--- src/rtl/cpu_pkg.sv ---
// Shared CPU definitions: immediate-extension modes, default widths and the
// encoding of the immediate pipe's occupancy state.
package cpu_pkg;

  localparam int IMM_IN_W  = 16;
  localparam int IMM_OUT_W = 32;
  localparam int IMM_TAG_W = 5;

  typedef enum logic [1:0] {
    IMM_SIGN   = 2'd0,
    IMM_ZERO   = 2'd1,
    IMM_UPPER  = 2'd2,
    IMM_BRANCH = 2'd3
  } imm_mode_e;

  // Bit 0 is the OUT valid bit and bit 1 is the SKID valid bit.
  typedef enum logic [1:0] {
    ST_EMPTY = 2'b00,
    ST_ONE   = 2'b01,
    ST_FULL  = 2'b11
  } pipe_state_e;

endpackage

--- src/rtl/imm_extend_core.sv ---
// Combinational immediate extender. It is shared with the single-cycle datapath,
// so it holds no state.
module imm_extend_core
  import cpu_pkg::*;
#(
  parameter int IN_W  = IMM_IN_W,
  parameter int OUT_W = IMM_OUT_W
) (
  input  logic [IN_W-1:0]  imm,
  input  logic [1:0]       mode,
  output logic [OUT_W-1:0] result
);

  localparam int E = OUT_W - IN_W;

  logic [OUT_W-1:0] sext;
  logic [OUT_W-1:0] zext;
  logic [OUT_W-1:0] upper;

  assign sext  = {{E{imm[IN_W-1]}}, imm};
  assign zext  = {{E{1'b0}}, imm};
  assign upper = {imm, {E{1'b0}}};

  // NOTE: result gets a default before the case, so every path assigns it
  // and no latch can be inferred.
  always_comb begin
    result = sext;
    case (imm_mode_e'(mode))
      IMM_SIGN:   result = sext;
      IMM_ZERO:   result = zext;
      IMM_UPPER:  result = upper;
      IMM_BRANCH: result = {sext[OUT_W-3:0], 2'b00};
      default:    result = sext;
    endcase
  end

endmodule

--- src/rtl/imm_extend_pipe.sv ---
// Pipelined immediate-extension stage. It has a registered output, a 2-entry
// skid buffer, a registered ready, and a flush that squashes every held entry.
module imm_extend_pipe
  import cpu_pkg::*;
#(
  parameter int IN_W  = IMM_IN_W,
  parameter int OUT_W = IMM_OUT_W,
  parameter int TAG_W = IMM_TAG_W
) (
  input  logic             clk_i,
  input  logic             rst_i,
  input  logic             valid_i,
  output logic             ready_o,
  input  logic [IN_W-1:0]  data_i,
  input  logic [1:0]       mode_i,
  input  logic [TAG_W-1:0] tag_i,
  input  logic             flush_i,
  output logic             valid_o,
  input  logic             ready_i,
  output logic [OUT_W-1:0] data_o,
  output logic [TAG_W-1:0] tag_o
);

  logic [OUT_W-1:0] ext;

  imm_extend_core #(
    .IN_W (IN_W),
    .OUT_W(OUT_W)
  ) u_core (
    .imm   (data_i),
    .mode  (mode_i),
    .result(ext)
  );

  pipe_state_e      state;
  pipe_state_e      state_n;
  logic             ready_q;
  logic             in_fire;
  logic             out_fire;
  logic             load_out;
  logic             load_skid;
  logic             skid_to_out;
  logic [OUT_W-1:0] out_data;
  logic [OUT_W-1:0] skid_data;
  logic [TAG_W-1:0] out_tag;
  logic [TAG_W-1:0] skid_tag;

  assign in_fire  = valid_i && ready_q;
  assign out_fire = (state != ST_EMPTY) && ready_i;

  always_comb begin
    state_n     = state;
    load_out    = 1'b0;
    load_skid   = 1'b0;
    skid_to_out = 1'b0;
    if (flush_i) begin
      state_n = ST_EMPTY;
    end else begin
      case (state)
        ST_EMPTY: begin
          if (in_fire) begin
            load_out = 1'b1;
            state_n  = ST_ONE;
          end
        end
        ST_ONE: begin
          if (in_fire && ready_i) begin
            load_out = 1'b1;
          end else if (in_fire) begin
            load_skid = 1'b1;
            state_n   = ST_FULL;
          end else if (out_fire) begin
            state_n = ST_EMPTY;
          end
        end
        ST_FULL: begin
          if (out_fire) begin
            skid_to_out = 1'b1;
            state_n     = ST_ONE;
          end
        end
        default: state_n = ST_EMPTY;
      endcase
    end
  end

  // NOTE: all sequential state uses non-blocking assignments, so every
  // register samples values from before the edge.
  always_ff @(posedge clk_i or negedge rst_i) begin
    if (!rst_i) begin
      state   <= ST_EMPTY;
      ready_q <= 1'b1;
    end else begin
      state   <= state_n;
      ready_q <= (state_n != ST_FULL);
    end
  end

  // NOTE: the payload registers are reset too. data_o and tag_o must read
  // zero out of reset, and these registers are only two words wide.
  always_ff @(posedge clk_i or negedge rst_i) begin
    if (!rst_i) begin
      out_data  <= '0;
      out_tag   <= '0;
      skid_data <= '0;
      skid_tag  <= '0;
    end else begin
      if (load_out) begin
        out_data <= ext;
        out_tag  <= tag_i;
      end else if (skid_to_out) begin
        out_data <= skid_data;
        out_tag  <= skid_tag;
      end
      if (load_skid) begin
        skid_data <= ext;
        skid_tag  <= tag_i;
      end
    end
  end

  assign valid_o = (state != ST_EMPTY);
  assign ready_o = ready_q;
  assign data_o  = out_data;
  assign tag_o   = out_tag;

endmodule

--- config.mk ---
export PLATFORM = sky130hd
export DESIGN_NAME = imm_extend_pipe
export DESIGN_NICKNAME = d
export VERILOG_FILES = /design/src/rtl/cpu_pkg.sv /design/src/rtl/imm_extend_core.sv /design/src/rtl/imm_extend_pipe.sv
export SDC_FILE = /design/constraint.sdc
export NUM_CORES = 1
export LEC_CHECK = 0
export ABC_AREA = 1
export CORE_MARGIN = 5
export CORE_UTILIZATION = 39
export CTS_CLUSTER_DIAMETER = 80
export DETAILED_ROUTE_END_ITERATION = 16
export HOLD_SLACK_MARGIN = 0.02
export PLACE_DENSITY_LB_ADDON = 0.25
export SLEW_MARGIN = 15
export SYNTH_ARGS = -nofsm -noshare
export SYNTH_HDL_FRONTEND = slang
export SYNTH_HIERARCHICAL = 1
export SYNTH_SLANG_ARGS = --single-unit
--- constraint.sdc ---
create_clock -name clk_i -period 1.21 [get_ports clk_i]
set_input_delay 0.242 -clock clk_i [delete_from_list [all_inputs] [get_ports clk_i]]
set_output_delay 0.242 -clock clk_i [all_outputs]
set_load 0.03 [all_outputs]
Yosys cells after proc, flatten, opt, wreduce, memory -nomap -nowiden

Cells that the tools add are included.
Widths: inputs -> output; s select.

Input port bits: 28
Bits in latches: 0
Word-level logic and storage cells: 41
Memory bits (writable): 0
Output and inout bits: 39
ROM bits: 0
Bits in registers: 77
Memories kept: 0

$lt $le $gt $ge: 0
Divide/modulo/power cells: 0
Shift operators: 0
Multiplexer cells: 22
Reductions and logical operators: 7
Equality and inequality tests: 6
Bitwise logic cells: 0
$add $sub $neg: 0
Multiply operators: 0

Operator list:

| cell               | count |
|---|---|
| $pmux 32 s4        | 1 |
| $mux 32            | 2 |
| $mux 2             | 6 |
| $mux 5             | 2 |
| $mux 1             | 9 |
| $eq 2x2->1 const B | 3 |
| $pmux 2 s3         | 1 |
| $eq 2x1->1 const B | 2 |
| $logic_not 2->1    | 2 |
| $reduce_bool 2->1  | 2 |
| $logic_and 1x1->1  | 3 |
| $ne 2x2->1 const B | 1 |
| $pmux 1 s2         | 1 |

Logic depth before layout (Yosys ltp)

Depth after elaboration: 8
Gate-level depth with buffers: 9
Mapped depth without buffers: 7

Modules after synthesis

Netlist, hierarchy kept.

Modules (own cells, without submodules):

| module          | times used | area an instance (um2) | seq. area each (um2) | cells each |
|---|---|---|---|---|
| imm_extend_pipe | 1          | 3766.1                 | 1928.1               | 458 |
| imm_extend_core | 1          | 504.2                  | 0.0                  | 89 |

Worst setup path after synthesis

Ideal clock, no wire load.

Path kind: register -> register
Start: register ready_q, in the netlist ready_o
End: register out_data[0], in the netlist data_o[0]
Data arrival time: 1.383 ns
Slack: -0.290 ns
Data required time: 1.093 ns
Clock period less this slack: 1.500 ns
Stages on the path, launching flop included: 8
Path buffers: 2
Setup time: 0.117 ns
Cell sequence: dfstp_2 nand2_1 nor2_4 buf_4 buf_4 nand3_1 nand2_1 nand2_1

Cells in the longest elaborated chain, start to end: 6
Elaborated cells on any way between the ends: 8
Those cells by class: mux: 5; reduce/logical: 3

RTL lines:

| what                                         | RTL line               | text |
|---|---|---|
| start, declared                              | imm_extend_pipe.sv:37  | `logic ready_q;` |
| start signal, assigned                       | imm_extend_pipe.sv:95  | `ready_q <= (state_n != ST_FULL);` |
| $logic_and 1x1->1 *                          | imm_extend_pipe.sv:48  | `assign in_fire = valid_i && ready_q;` |
| $logic_and 1x1->1                            | imm_extend_pipe.sv:67  | `if (in_fire && ready_i) begin` |
| $mux 1                                       | imm_extend_pipe.sv:67  |  |
| $pmux 1 s2 *                                 | imm_extend_pipe.sv:59  | `case (state)` |
| $mux 1 *                                     | imm_extend_pipe.sv:56  | `if (flush_i) begin` |
| $mux 32 or $reduce_bool 2->1 (tied branches) | --                     |  |
| end signal, assigned                         | imm_extend_pipe.sv:109 | `out_data <= ext;` |
| end signal, assigned                         | imm_extend_pipe.sv:112 | `out_data <= skid_data;` |
| end, declared                                | imm_extend_pipe.sv:43  | `logic [OUT_W-1:0] out_data;` |

Every way passes the cells marked *; elsewhere a longest branch is shown, timed or not.
A chain may end at the register's enable or synchronous reset.

Final worst setup path

Start: register ready_q, in the netlist ready_o
End: register out_data[5], in the netlist data_o[5]

Same word-level chain as after synthesis.

==> impl_metrics.yaml <==
run_status:
  status: "finished, violations left"
  violations: "setup timing"
synthesis:
  synthTopCellsByArea: "dfrtp_1 (45%), nand3_1 (13%), nand2_1 (12%)"
  yosys_warnings: 6
  synth_cells: 547
  syn_area_sq_um: 4270
  yosysTopAreaCell: "dfrtp_1"
  synth_cell_types: 23
  synth-seq-cells: 77
  netlist.area_leader.share: 0.445
  seq_area_frac_synth: 0.452
  syn-num-nets: 575
  synth_area_per_cell_sq_um: 7.81
die:
  die-area_sq_um: 13100
  fp.dieH_microns: 115
  ios: 67
  fp.coreArea_sq_um: 10800
  start_util: 0.396
  std_cell_rows: 38
  die_w_microns: 115
critical_path:
  required_ns: 1.47
  crit_type: "reg2reg"
  start_kind: "flop"
  worstPathMaxFanout: 5
  r2r_cells: 8
  r2r-start: "ready_o"
  reg2reg_to: "data_o[5]"
  arrival_ns: 1.75
  regToRegSetupSlack_ns: -0.28
  end_kind: "flop"
cts:
  clk_pin_slew_ns: 0.08
  htree_levels: 3
  cts_buffers: 9
  clock_latency_ns: 0.36
  cts_tree: "yes"
  clockBufferDepth: 2
  cts-root-buf: "clkbuf_8"
  clkSinkCount: 77
placed_design:
  hpwl_mm: 7.66
  port_buffers: 66
  place_inst: 748
  gp_congestion: 0.920
  post-place-ws_ns: -0.506
sta:
  max-slew-margin-rel: 0.754
  fmax_mhz: 671
  hold_viol: 0
  fin_skew_ns: 0.0123
  period_share: 1.23
  min_period_ns: 1.49
  slew_viol_final: 0
  setup_viol: 78
  tightest_slew_ns: 0.369
  rsz0062_at_grt: "yes"
  setup_slack_ns: -0.281
  setup-tns-final_ns: -16.76
pwr:
  power_uw: 8340
  leakage_uw: 0.00310
  combPwrFrac: 0.346
  power.density_nw_per_um2: 1330
  pwr-share-clk: 0.239
  ir_drop_mv: 0.675
  p_sw_frac: 0.340
  power.net_switching_uw: 2830
  pwr-share-seq: 0.415
  power.internal_uw: 5510
finish:
  fill_cells: 937
  drive_above_1_share: 0.317
  syn_to_final_growth_pct: 46.4
  fin_nets: 677
  final_cells: 794
  n_antenna_cell: 0
detailed_routing:
  firstDrtPassIters: 5
  ant_nets: 0
  highest_layer: "met4"
  wl_met3_microns: 854
  drt_iter0_drc: 356
  wl_per_cell_microns: 15.1
  remaining_drc_errors: 0
  vias: 3982
  wl_mm: 12.0
  viasPerCell: 5.02
  met2_length_mm: 5.58
  wl_met1_mm: 5.33
grt:
  antenna_found_initial: 0
  grt_pass1_vias: 3798
  grt_pass1_wl_mm: 18.6
  grt_overflow: 0
  track_usage: 0.178
  grt_max_degree: 38
hold_path:
  hold_path_class: "in2async"
job:
  maxCapViolations: 0
==> area by class of cell <==
type	instances	area, sq um	area share
multi-input cells	347	1960	0.314
repair buffers	130	1670	0.267
flip-flops and latches	77	1930	0.309
clock inverters	4	50.0	0.00801
clock buffers	12	145	0.0232
well taps	140	175	0.0280
inverters	84	315	0.0505
==> synthesized netlist by cell type (all sizes together) <==
cell type	instances
nand3	119
nor2	5
nand2	137
dfrtp	76
o21ai	81
clkbuf	4
dfstp	1
or2	1
inv	84
nand4	1
buf	36
a21oi	2
==> logic make-up after synthesis <==
group,after synthesis,share of synthesized area
AO/OA/AOI/OAI,83,0.117
buffers and inverters,124,0.142
flip-flops,77,0.452
AND/OR/NAND/NOR,263,0.289
==> metal layers <==
metal | up-vias | track usage
li1 | 1954 | -
met1 | 1865 | 0.251
met2 | 141 | 0.268
met3 | 22 | 0.0396
met4 | 0 | 0.0649
met5 | - | 0
==> critical path, cell delays in order (launching register included) <==
cell     delay, ns
dfstp_2       0.55
nand2_2       0.07
nor2_4        0.15
buf_12        0.14
nand2_8       0.08
buf_4         0.14
buf_6         0.12
nand3_2       0.05
nand3_1       0.07
==> worst max path at each step <==
stage,from,end,slack [ns]
final,ready_o,data_o[5],-0.28
after global routing,state[0],data_o[14],-0.34
after CTS,ready_o,skid_data[11],-0.24
after detailed placement,mode_i[1],data_o[26],-0.51
after global placement,mode_i[0],data_o[26],-0.46
after floorplan,ready_o,data_o[5],-0.25
==> state kept, by name, summed over array words and instances (netlist names) <==
| register | count |
|---|---|
| tag_o | 5 |
| skid_tag | 5 |
| state | 2 |
| ready_o | 1 |
| skid_data | 32 |
| data_o | 32 |
==> power groups by stage <==
stage | Clock (uW) | Combinational, uW | Sequential, uW
finish | 2000 | 2880 | 3460
global route | 2150 | 3130 | 3510
CTS | 2030 | 2650 | 3440
detailed placement | 0 | 2570 | 3490
global placement | 0 | 2540 | 3470
floorplan | 0 | 983 | 3810
==> per-stage QoR <==
| step | utilization | hold WS, ns | cell area [sq um] |
|---|---|---|---|
| after global routing | 0.579 | 0.356 | 6250 |
| after detailed placement | 0.510 | 0.183 | 5510 |
| final | 0.579 | 0.333 | 6250 |
| after global placement | 0.510 | 0.176 | 5510 |
| after floorplan | - | -0.0536 | 4410 |
| after CTS | 0.540 | 0.326 | 5820 |
==> cell usage in the layout, fill, tap and decap left out, drive strengths merged <==
cell type | Yosys | layout
o21ai | 81 | 81
bufinv | 0 | 1
or2 | 1 | 1
a21oi | 2 | 2
nand3 | 119 | 119
dlygate4sd3 | 0 | 1
buf | 36 | 98
dfrtp | 76 | 76
clkinv | 0 | 1
clkdlybuf4s50 | 0 | 26
clkinvlp | 0 | 2
nand4 | 1 | 1
nor2 | 5 | 5
inv | 84 | 84
dfstp | 1 | 1
clkbuf | 4 | 17
nand2 | 137 | 138
==> timing repair <==
action,in CTS,in global routing
hold buffers,1,0
endpoints found under the setup margin,81,94
pin swaps,3,12
hold endpoints to repair,19,0
buffers inserted,4,16
gates cloned,2,7
resized for setup,25,39
No activity file was read; power rests on OpenSTA's default activity.
